[config.mk]
export PLATFORM = sky130hd
export DESIGN_NAME = game_flow_fsm
export DESIGN_NICKNAME = d
export VERILOG_FILES = /design/src/rtl/game_pkg.sv /design/src/rtl/frame_countdown.sv /design/src/rtl/game_flow_fsm.sv
export SDC_FILE = /design/constraint.sdc
export NUM_CORES = 1
export LEC_CHECK = 0
export CORE_ASPECT_RATIO = 0.5
export CORE_UTILIZATION = 40
export DETAILED_ROUTE_END_ITERATION = 10
export PLACE_DENSITY = 0.6
export SLEW_MARGIN = 20
export SYNTH_ARGS = -nofsm -noshare
export SYNTH_HDL_FRONTEND = slang
export SYNTH_SLANG_ARGS = --single-unit
[constraint.sdc]
create_clock -name clk -period 3.36 [get_ports clk]
set_input_delay 0.672 -clock clk [delete_from_list [all_inputs] [get_ports clk]]
set_output_delay 0.672 -clock clk [all_outputs]
set_load 0.01 [all_outputs]
[src/rtl/game_pkg.sv]
`default_nettype none
// ============================================================================
// Module   : game_pkg
// Purpose  : Shared game-state encoding, decoded by the sequencer, drawing and score blocks.
// Revision : 1.0 - initial release
// ============================================================================
package game_pkg;

  typedef enum logic [2:0] {
    IDLE      = 3'd0,
    PLAYING   = 3'd1,
    LOST_ANIM = 3'd2,
    WIN_ANIM  = 3'd3,
    GAME_OVER = 3'd4,
    PAUSED    = 3'd5
  } state_t;

  function automatic logic isAnimState(input state_t s);
    return (s == LOST_ANIM) || (s == WIN_ANIM);
  endfunction

endpackage
`default_nettype wire

[src/rtl/frame_countdown.sv]
`default_nettype none
// ============================================================================
// Module   : frame_countdown
// Purpose  : Loadable down-counter that steps once per frame tick and stops at zero.
// Revision : 1.0 - initial release
// ============================================================================
module frame_countdown #(
  parameter int WIDTH = 6
) (
  input  logic             clk,
  input  logic             resetN,
  input  logic             clear,
  input  logic             load,
  input  logic [WIDTH-1:0] loadValue,
  input  logic             enable,
  input  logic             tick,
  output logic [WIDTH-1:0] count,
  output logic             nonZero
);

  logic [WIDTH-1:0] r_count;
  logic [WIDTH-1:0] w_nextCount;
  logic             r_nonZero;

  always_comb begin
    w_nextCount = r_count;
    if (clear) begin
      w_nextCount = '0;
    end else if (load) begin
      w_nextCount = loadValue;
    end else if (enable && tick && (r_count != '0)) begin
      w_nextCount = r_count - WIDTH'(1);
    end
  end

  // nonZero is registered from the next value so it aligns with count
  always_ff @(posedge clk or negedge resetN) begin
    if (!resetN) begin
      r_count   <= '0;
      r_nonZero <= 1'b0;
    end else begin
      r_count   <= w_nextCount;
      r_nonZero <= (w_nextCount != '0);
    end
  end

  assign count   = r_count;
  assign nonZero = r_nonZero;

endmodule
`default_nettype wire

[src/rtl/game_flow_fsm.sv]
`default_nettype none
// ============================================================================
// Module   : game_flow_fsm
// Purpose  : Top-level game sequencer: state, gameplay gate, level reset pulse,
//            level index and hit-flash request. Define GAME_PAUSE_EN to add PAUSED.
// Revision : 1.0 - initial release
// ============================================================================
module game_flow_fsm
  import game_pkg::*;
#(
  parameter int ANIM_FRAMES  = 60,
  parameter int FLASH_FRAMES = 20,
  parameter int MAX_LEVEL    = 7,
  parameter int LEVEL_W      = 3
) (
  input  logic               clk,
  input  logic               resetN,
  input  logic               startOfFrame,
  input  logic               startKey,
  input  logic               pauseKey,
  input  logic               lost,
  input  logic               allAliensDead,
  input  logic [1:0]         playerHealth,
  output state_t             gameState,
  output logic               gameplayEnable,
  output logic               levelResetN,
  output logic [LEVEL_W-1:0] level,
  output logic               hitFlash
);

  localparam int ANIM_W  = $clog2(ANIM_FRAMES + 1);
  localparam int FLASH_W = $clog2(FLASH_FRAMES + 1);

  state_t             r_state;
  state_t             w_nextState;
  logic               r_gameplayEnable;
  logic               r_levelResetN;
  logic [LEVEL_W-1:0] r_level;
  logic [LEVEL_W-1:0] w_nextLevel;
  logic               w_levelPulse;
  logic [1:0]         r_healthD;

  logic               r_startKeyD;
  logic               r_startArmed;
  logic               r_startEdge;

  logic [ANIM_W-1:0]  w_animCount;
  logic               w_animLoad;
  logic               w_animClear;
  logic               w_animEnable;
  logic               w_animDone;
  logic               w_unusedAnimNonZero;

  logic [FLASH_W-1:0] w_unusedFlashCount;
  logic               w_flashLoad;
  logic               w_flashClear;
  logic               w_flashEnable;
  logic               w_flashNonZero;

  // A key held through reset stays disarmed until it has been seen released
  always_ff @(posedge clk or negedge resetN) begin
    if (!resetN) begin
      r_startKeyD  <= 1'b0;
      r_startArmed <= 1'b0;
      r_startEdge  <= 1'b0;
    end else begin
      r_startKeyD  <= startKey;
      r_startArmed <= r_startArmed | ~startKey;
      r_startEdge  <= startKey & ~r_startKeyD & r_startArmed;
    end
  end

`ifdef GAME_PAUSE_EN
  logic r_pauseKeyD;
  logic r_pauseArmed;
  logic r_pauseEdge;

  always_ff @(posedge clk or negedge resetN) begin
    if (!resetN) begin
      r_pauseKeyD  <= 1'b0;
      r_pauseArmed <= 1'b0;
      r_pauseEdge  <= 1'b0;
    end else begin
      r_pauseKeyD  <= pauseKey;
      r_pauseArmed <= r_pauseArmed | ~pauseKey;
      r_pauseEdge  <= pauseKey & ~r_pauseKeyD & r_pauseArmed;
    end
  end
`else
  logic w_unusedPauseKey;
  assign w_unusedPauseKey = pauseKey;
`endif

  assign w_animDone = startOfFrame && (w_animCount == ANIM_W'(1));

  always_comb begin
    w_nextState  = r_state;
    w_nextLevel  = r_level;
    w_levelPulse = 1'b0;
    case (r_state)
      IDLE: begin
        if (r_startEdge) begin
          w_nextState  = PLAYING;
          w_nextLevel  = '0;
          w_levelPulse = 1'b1;
        end
      end
      PLAYING: begin
        if (lost) begin
          w_nextState = LOST_ANIM;
        end else if (allAliensDead) begin
          w_nextState = WIN_ANIM;
`ifdef GAME_PAUSE_EN
        end else if (r_pauseEdge) begin
          w_nextState = PAUSED;
`endif
        end
      end
      LOST_ANIM: begin
        if (w_animDone) begin
          w_nextState = GAME_OVER;
        end
      end
      WIN_ANIM: begin
        if (w_animDone) begin
          w_nextState  = PLAYING;
          w_levelPulse = 1'b1;
          w_nextLevel  = (r_level == LEVEL_W'(MAX_LEVEL)) ? '0 : r_level + LEVEL_W'(1);
        end
      end
      GAME_OVER: begin
        if (r_startEdge) begin
          w_nextState = IDLE;
        end
      end
`ifdef GAME_PAUSE_EN
      PAUSED: begin
        if (r_pauseEdge) begin
          w_nextState = PLAYING;
        end
      end
`endif
      default: begin
        w_nextState = IDLE;
      end
    endcase
  end

  always_ff @(posedge clk or negedge resetN) begin
    if (!resetN) begin
      r_state          <= IDLE;
      r_gameplayEnable <= 1'b0;
      r_levelResetN    <= 1'b1;
      r_level          <= '0;
      r_healthD        <= 2'd0;
    end else begin
      r_state          <= w_nextState;
      r_gameplayEnable <= (w_nextState == PLAYING);
      r_levelResetN    <= ~w_levelPulse;
      r_level          <= w_nextLevel;
      r_healthD        <= playerHealth;
    end
  end

  // Animation timer reloads on entry to either animation, zeroes on any other entry
  assign w_animLoad   = (w_nextState != r_state) && isAnimState(w_nextState);
  assign w_animClear  = (w_nextState != r_state) && !isAnimState(w_nextState);
  assign w_animEnable = isAnimState(r_state);

  frame_countdown #(
    .WIDTH(ANIM_W)
  ) u_animTimer (
    .clk      (clk),
    .resetN   (resetN),
    .clear    (w_animClear),
    .load     (w_animLoad),
    .loadValue(ANIM_W'(ANIM_FRAMES)),
    .enable   (w_animEnable),
    .tick     (startOfFrame),
    .count    (w_animCount),
    .nonZero  (w_unusedAnimNonZero)
  );

  // Flash survives a trip into PAUSED (frozen) but not any other exit from PLAYING
  assign w_flashLoad   = (r_state == PLAYING) && (playerHealth < r_healthD);
  assign w_flashClear  = (r_state == PLAYING) && (w_nextState != PLAYING) && (w_nextState != PAUSED);
  assign w_flashEnable = (r_state == PLAYING);

  frame_countdown #(
    .WIDTH(FLASH_W)
  ) u_flashTimer (
    .clk      (clk),
    .resetN   (resetN),
    .clear    (w_flashClear),
    .load     (w_flashLoad),
    .loadValue(FLASH_W'(FLASH_FRAMES)),
    .enable   (w_flashEnable),
    .tick     (startOfFrame),
    .count    (w_unusedFlashCount),
    .nonZero  (w_flashNonZero)
  );

  assign gameState      = r_state;
  assign gameplayEnable = r_gameplayEnable;
  assign levelResetN    = r_levelResetN;
  assign level          = r_level;
  assign hitFlash       = w_flashNonZero;

endmodule
`default_nettype wire

[Yosys cells after proc, flatten, opt, wreduce, memory -nomap -nowiden]
Cells that the tools add are included.
Storage, ports and cells
  register bits after elaboration: 25
  bits of input ports: 9
  output and inout port bits: 9
Cells by class
  add/subtract/negate cells: 3
  $lt $le $gt $ge: 1
  equal/unequal tests: 14
  multiplexer cells: 20
  bitwise logic cells: 6
  reductions and logical operators: 20
Operator list (number)
  two-way mux 3 bit: 9
  two-way mux 6 bit: 3
  two-way mux 5 bit: 3
  one-hot mux 3 bit (5 select lines): 1
  equality test 3 x 2 -> 1 bit, second input constant: 4
  logical AND 1 bit: 10
  nonzero test 5 bit: 2
  equality test 3 x 1 -> 1 bit, second input constant: 2
  equality test 3 bit, second input constant: 2
  equality test 6 x 1 -> 1 bit, second input constant: 1
  one-hot mux 3 bit (2 select lines): 1
  nonzero test 6 bit: 1
  subtractor 6 x 1 -> 6 bit, second input constant: 1
  subtractor 5 x 1 -> 5 bit, second input constant: 1
  != test 2 bit, second input constant: 2
  adder 3 x 1 -> 3 bit, second input constant: 1
  logical NOT 3 bit: 1
  != test 3 x 1 -> 1 bit, second input constant: 1
  != test 3 bit: 1
  != test 3 bit, second input constant: 1
  NOT 1 bit: 3
  AND reduction 3 bit: 1
  nonzero test 3 bit: 1
  bitwise AND 1 bit: 2
  other kinds (7): 9

[Depth between registers and ports, before layout]
Gate-level depths: netlist of run 1.
  word-level depth: 9
  depth in mapped cells: 7

[Modules after synthesis]
From an unflattened synthesis of run 1, not the netlist that was laid out.
Unflattened totals
  cell total of the unflattened synthesis: 159
  area, all modules: 1571.5 um^2
Modules (own cells, without submodules)
  game_flow_fsm: instances 1, cells each 61, area an instance 679.4 um^2, sequential area each 326.6 um^2
  frame_countdown at u_animTimer: instances 1, cells each 57, area an instance 509.2 um^2, sequential area each 175.2 um^2
  frame_countdown at u_flashTimer: instances 1, cells each 41, area an instance 382.9 um^2, sequential area each 150.1 um^2

[Least setup slack after synthesis of run 1]
Ideal clock, no wire load.
  path kind: input to register
  start: in playerHealth[1]
  end: reg u_flashTimer.r_nonZero, in the netlist u_flashTimer.nonZero
  arrival time: 2.129 ns
  data required time: 3.221 ns
  slack: 1.092 ns
  cell stages on the path: 6
  path buffers: 0
  cell sequence: ha_1 -> or4b_4 -> a21oi_2 -> or2_2 -> a21oi_2 -> or4_1
On the way
  longest elaborated chain between the ends: 5
RTL lines
  start, declared: line game_flow_fsm.sv:23  | input logic [1:0] playerHealth,
  less-than comparator 2 bit: line game_flow_fsm.sv:185  | assign w_flashLoad = (r_state == PLAYING) && (playerHealth < r_healthD);
  logical AND 1 bit: line game_flow_fsm.sv:185
  two-way mux 5 bit: line frame_countdown.sv:29  | end else if (load) begin
  two-way mux 5 bit: line frame_countdown.sv:27  | if (clear) begin
  net u_flashTimer.w_nextCount[1]: line frame_countdown.sv:22  | logic [WIDTH-1:0] w_nextCount;
  nonzero test 5 bit: line frame_countdown.sv:43  | r_nonZero <= (w_nextCount != '0);
  end signal, assigned: line frame_countdown.sv:43
  end, declared: line frame_countdown.sv:23  | logic r_nonZero;
The timed path passes the listed nets, and every way through them passes these cells.
A chain may end at the register's enable or synchronous reset.

[Worst setup path after layout of run 1]
Same ends and word-level chain as after synthesis.

==> results of run 1 <==
## how the worst min path moves through the flow
stage	start	endpoint	slack (ns)	depth (start not counted)
final	r_startKeyD$_DFF_PN0_	r_startEdge$_DFF_PN0_	0.41	1
after global routing	r_startKeyD$_DFF_PN0_	r_startEdge$_DFF_PN0_	0.44	1
after CTS	r_startKeyD$_DFF_PN0_	r_startEdge$_DFF_PN0_	0.41	1
after detailed placement	r_startKeyD$_DFF_PN0_	r_startEdge$_DFF_PN0_	0.40	1
after global placement	r_startKeyD$_DFF_PN0_	r_startEdge$_DFF_PN0_	0.38	1
after floorplan	resetN	gameState[0]$_DFF_PN0_	0.38	0
## synth_stat cells, types with 2 or more instances
library cell / n / share of area
nand2_1: 7 / 0.020
nor2_1: 10 / 0.029
and3_1: 3 / 0.014
mux2_1: 3 / 0.026
a21oi_1: 6 / 0.023
o22a_1: 5 / 0.033
buf_2: 3 / 0.011
dfrtp_1: 24 / 0.46
or2_2: 2 / 0.0095
nand4_1: 3 / 0.014
a21oi_2: 3 / 0.020
or4b_4: 2 / 0.021
a31oi_1: 5 / 0.024
a211oi_1: 3 / 0.017
ha_1: 7 / 0.067
xor2_1: 2 / 0.013
nand2b_1: 4 / 0.019
nand3_1: 2 / 0.0076
o21ai_0: 2 / 0.0076
xnor2_1: 2 / 0.013
nor3_1: 6 / 0.023
inv_1: 8 / 0.023
## metrics by stage
stage / std cells / instance area, sq um / hold WS [ns] / utilization / setup slack (ns)
2_1_floorplan: 127 / 1311 / 0.3764 / - / 1.092
3_3_place_gp: 181 / 1510 / 0.3846 / 0.4927 / 0.5589
3_5_place_dp: 181 / 1510 / 0.3978 / 0.4927 / 0.5318
4_1_cts: 185 / 1556 / 0.4102 / 0.5078 / 0.8223
5_1_grt: 185 / 1556 / 0.4416 / 0.5078 / 0.7790
6_report: 185 / 1556 / 0.4070 / 0.5078 / 0.8299
## metal layers
| layer | routed length [microns] | GRT usage | up-vias |
|---|---|---|---|
| li1 | - | - | 487 |
| met1 | 1244 | 0.1988 | 458 |
| met2 | 998 | 0.2525 | 14 |
| met3 | 107 | 0.05118 | 2 |
| met4 | 14 | 0.03103 | 0 |
| met5 | 0 | 0 | - |
## cell type report
cell class / instances / area [sq um]
Clock buffer: 3 / 41.29
Sequential cell: 25 / 626.9
Inverter: 9 / 33.78
Clock inverter: 1 / 5.005
Multi-Input combinational cell: 89 / 624.3
Tap cell: 40 / 50.05
Fill cell: 291 / 1509
Timing Repair Buffer: 18 / 175.2
## sequential cells by signal (all words and copies together), names as in the netlist
register and flops:
u_animTimer.count 6, u_flashTimer.nonZero 1, levelResetN 1, r_startArmed 1, r_startKeyD 1, r_healthD 2, u_flashTimer.count 5, level 3
gameState 3, r_startEdge 1, gameplayEnable 1
## kinds of logic (layout without fill, tap and decap cells)
logic type	count (synthesis)	in the layout	synth area share
compound gates	28	28	0.1546
simple gates	47	47	0.2023
buf+inv	13	31	0.04580
flops	25	25	0.4781
mux	3	3	0.02576
xor+xnor	4	4	0.02672
fa+ha+maj	7	7	0.06679
## power by group through the flow
| stage | clock [W] | sequential, W | combinational (W) |
|---|---|---|---|
| final | 0.000180 | 0.000304 | 0.0000212 |
| after global routing | 0.000203 | 0.000304 | 0.0000245 |
| after CTS | 0.000186 | 0.000304 | 0.0000221 |
| after detailed placement | 0 | 0.000310 | 0.0000221 |
| after global placement | 0 | 0.000310 | 0.0000216 |
| after floorplan | 0 | 0.000310 | 0.00000411 |
==> metrics.yaml, run 1 <==
status: "complete, no violations"
postCtsHoldBufs: 0
power.density_nw_per_um2: 324.3
cp_common_cell: "a21oi_2"
p_int_w: 0.0003964
detail_route.iter0.violations: 42
yosysUniqueCellTypes: 37
ys_warn_count: 0
worstMarginPinSlew_ns: 0.4430
p_leak_nw: 0.7029
layout_common_cells: "24 x dfrtp_1, 16 x clkdlybuf4s50_1, 10 x nor2_1"
clkPwrFrac: 0.356
grt_max_degree: 26
criticalPathCategory: "input pin to flop"
synthesis.area_sq_um: 1311
antenna_found_initial: 0
p_total_w: 0.0005048
port_buffers: 16
layout.nets: 162
drive_above_1_share: 0.1172
hp-class: "flop to flop"
cp_num_buf_inv: 1
synth-seq-cells: 25
cts_resized: 0
seqPwrFrac: 0.602
fin_crit_ns: 2.530
setup_viol: 0
ys_async_sr_fraction: 1.000
grt.overflow.total: 0
gp_congestion: 0.7097
sw_frac_of_total: 0.2147
grt_pass1_wl_mm: 4.160
crit_start: "playerHealth[1]"
post-cts-setup-buffers: 0
ir_drop_uv: 148.6
htreeDepth: 1
clk_latency_ns: 0.27
final_common_cell: "dfrtp_1"
endpoint: "u_flashTimer.nonZero$_DFF_PN0_"
wl_mm: 2.366
io_pins: 18
syn_nets: 143
crit_fanout: 3
grt_pass1_vias: 897
fmax_mhz: 395.2
diodes: 0
ctsLongestPathBuffers: 2
via_count: 961
period_share: 0.7530
viasPerCell: 5.195
synth-main-ff-cell: "dfrtp_1"
cp-start-kind: "input pin"
finClkSkew_ns: 0.003403
r2r_cells: 5
slowest_stage: "or4b_4"
finalSetupTns_ns: 0
die_h_microns: 42.49
slew_violations: 0
r2r-end: "u_flashTimer.nonZero$_DFF_PN0_"
worst-path-stages: 7
r2r_start: "gameState[0]$_DFF_PN0_"
area_growth_pct: 18.70
power.switching_w: 0.0001084
cp_slowest_stage_delay_ns: 0.53
dr.pass1.iters: 4
numCtsBuffers: 3
dp_hpwl_mm: 1.782
syn_inst: 127
grt_setup_unrepaired: "false"
drc: 0
crit_chain: "clkdlybuf4s50_1, ha_1, or4b_4, a21oi_2, or2_2, a21oi_2, or4_1"
ff2ff_setup_slack_ns: 1.02
seq_area_frac_synth: 0.4781
clock-sinks: 25
post_drt_wl_per_cell_microns: 12.79
required_ns: 3.51
dieArea_sq_um: 3525
comb_power_share: 0.042
coreArea_sq_um: 3065
slew_headroom: 0.7020
clk_pin_slew_ns: 0.09
cts_tree: "done"
placementRows: 14
track_usage: 0.1531
cp.arrival_ns: 2.68
syn_area_per_cell_sq_um: 10.32
maxCapViolations: 0
cp-end-kind: "flop"
cts.root.buffer_cell: "clkbuf_8"
synth_enable_flop_cells: 0
ant_nets: 0
hold_viol: 0
start_util: 0.4278
die_width_microns: 82.97
crit_family: "simple AND/OR/NAND/NOR gates"
Power figures use the tool's default switching activity.
==> inputs of run 2 (changes only) <==
PLACE_DENSITY = 0.63   (was 0.6)
clock period = 2.2 ns   (was 3.36 ns; I/O delays follow)
==> run 2 against run 1 <==
  * Clock-buffer cell count did not move
  * Total power grew 53%
  * Register-to-register slack lost 0.94 ns
  * Hold slack got worse by 0.0094 ns
  * Clock skew rose by 0.00083 ns
  * Core utilization up 3.3 points
  * Flip-flop and latch count is the same
  * Clock power grew 53%
  * Die area is the same
  * Non-clock buffer count rose by 12
  * Combinational power grew 51%
  * Worst setup slack got worse by 0.75 ns
==> metrics.yaml, run 2 (same netlist as run 1, synthesis figures left out) <==
criticalPathCategory: "flop to flop"
seqPwrFrac: 0.602  # about the same
ir_drop_uv: 188.4  # +27%
clk_pin_slew_ns: 0.09  # about the same
grt_max_degree: 26  # unchanged
cts_tree: "done"
coreArea_sq_um: 3065  # unchanged
gp_congestion: 0.7372  # +3.9%
crit_chain: "inv_1, ha_2, or4b_4, nand4_1, xor2_1, a21oi_1, or4_1"
crit_fanout: 3  # unchanged
hold_viol: 0  # unchanged
drc: 0  # unchanged
holdPathStages: 1  # unchanged
grt_pass1_wl_mm: 4.512  # +8.5%
r2r_start: "u_flashTimer.count[0]$_DFF_PN0_"
sw_frac_of_total: 0.2159  # +0.001199
io_pins: 18  # unchanged
die_h_microns: 42.49  # unchanged
grt.overflow.total: 0  # unchanged
track_usage: 0.1615  # +0.008408
ff2ff_setup_slack_ns: 0.08  # -0.94 ns
largest_register_ffs: 6  # unchanged
cp-start-kind: "flop"
setup_viol: 0  # unchanged
ant_nets: 0  # unchanged
numCtsBuffers: 3  # unchanged
p_int_w: 0.0006050  # +53%
comb_power_share: 0.042  # about the same
cp-end-kind: "flop"
wl_mm: 2.505  # +5.9%
slowest_stage: "or4_1"
start_util: 0.4278  # unchanged
die_width_microns: 82.97  # unchanged
detail_route.iter0.violations: 28  # -33%
cts.root.buffer_cell: "clkbuf_8"
maxCapViolations: 0  # unchanged
placementRows: 14  # unchanged
finClkSkew_ns: 0.004229  # +0.0008261 ns
utilization: 0.5412  # +0.03347
p_leak_nw: 0.7616  # +8.4%
htreeDepth: 1  # unchanged
power.switching_w: 0.0001666  # +54%
power.density_nw_per_um2: 465.1  # +43%
status: "complete, no violations"
final.setup.worst_slack_ns: 0.07607  # -0.7538 ns
port_buffers: 16  # unchanged
dp_hpwl_mm: 1.862  # +4.5%
drive_above_1_share: 0.2038  # +0.08658
crit_family: "simple AND/OR/NAND/NOR gates"
r2r-end: "u_flashTimer.nonZero$_DFF_PN0_"
layout.nets: 174  # +7.4%
clkPwrFrac: 0.357  # about the same
worstMarginPinSlew_ns: 0.4138  # -0.02914 ns
slew_violations: 0  # unchanged
cp_slowest_stage_delay_ns: 0.52  # about the same
grt_pass1_vias: 984  # +9.7%
viasPerCell: 5.157  # -0.72%
cp.arrival_ns: 2.27  # -0.41 ns
fin_crit_ns: 2.124
grt_setup_unrepaired: "true"
post_drt_wl_per_cell_microns: 12.72  # -0.57%
required_ns: 2.35  # -1.16 ns
hp-class: "flop to flop"
min_to: "r_startEdge$_DFF_PN0_"
worst-path-stages: 7  # unchanged
area_growth_pct: 26.53
r2r_cells: 7  # +2
final_common_cell: "dfrtp_1"
layout_common_cells: "24 x dfrtp_1, 15 x clkdlybuf4s50_1, 14 x buf_4"
dr.pass1.iters: 4  # unchanged
fmax_mhz: 470.8
postCtsHoldBufs: 0  # unchanged
period_share: 0.9654
min-delay-start: "r_startKeyD$_DFF_PN0_"
clk_latency_ns: 0.27  # about the same
diodes: 0  # unchanged
cp_num_buf_inv: 1  # unchanged
preCtsSetupSlack_ns: -0.3654  # -0.8971 ns
via_count: 1016  # +5.7%
finalSetupTns_ns: 0  # unchanged
antenna_found_initial: 0  # unchanged
clock-sinks: 25  # unchanged
ctsLongestPathBuffers: 2  # unchanged
slew_headroom: 0.7229  # +0.02094
dieArea_sq_um: 3525  # unchanged
## run 2: changes by cell type in the layout (fill, tap and decap cells not counted), sizes merged
cell	change
dlygate4sd2	+1
clkdlybuf4s50	-1
buf	+12
## run 2: what timing repair did
item | 4_1_cts | 5_1_grt
pin swaps | 1 | 3
setup buffers | 3 | 1
gates resized for setup | 3 | 2
endpoints found under the setup margin | 1 | 4
## run 2: worst max-delay path by stage
stage	slack, ns	to	start
6_report	0.08	u_flashTimer.nonZero$_DFF_PN0_	u_flashTimer.count[0]$_DFF_PN0_
5_1_grt	-0.02	u_flashTimer.nonZero$_DFF_PN0_	u_flashTimer.count[0]$_DFF_PN0_
4_1_cts	0.03	u_flashTimer.nonZero$_DFF_PN0_	u_flashTimer.count[0]$_DFF_PN0_
3_5_place_dp	-0.37	u_flashTimer.nonZero$_DFF_PN0_	playerHealth[1]
3_3_place_gp	-0.34	u_flashTimer.nonZero$_DFF_PN0_	playerHealth[1]
2_1_floorplan	0.16	u_flashTimer.nonZero$_DFF_PN0_	playerHealth[1]
## run 2: layout make-up
cell class	count	area [sq um]
clock buffers	3	41.29
clock inverters	1	5.005
fillers	275	1406
inverters	9	33.78
multi-input cells	89	638.1
flip-flops and latches	25	626.9
well taps	40	50.05
repair buffers	30	264.0
## run 2: stage by stage
step | hold WS (ns) | total power [W] | area, sq um | instances
after floorplan | 0.1444 | 0.0004795 | 1311 | 127
after global placement | 0.3830 | 0.0005061 | 1570 | 189
after detailed placement | 0.3899 | 0.0005064 | 1570 | 189
after CTS | 0.4032 | 0.0007830 | 1643 | 196
after global routing | 0.4306 | 0.0008049 | 1659 | 197
final | 0.3976 | 0.0007716 | 1659 | 197
## run 2: power groups by stage
stage | Clock, W | Combinational, W | Sequential [W]
finish | 0.000275 | 0.0000321 | 0.000464
global route | 0.000303 | 0.0000370 | 0.000465
CTS | 0.000286 | 0.0000328 | 0.000464
detailed placement | 0 | 0.0000329 | 0.000474
global placement | 0 | 0.0000327 | 0.000473
floorplan | 0 | 0.00000628 | 0.000473
## run 2: routing by layer
layer  GRT usage  part of all wire  vias to the layer above
met5           0                 0                        -
met1      0.2289              0.54                      484
met3     0.04134             0.032                        3
li1            -                 -                      517
met2      0.2525              0.42                       12
met4     0.03103            0.0060                        0
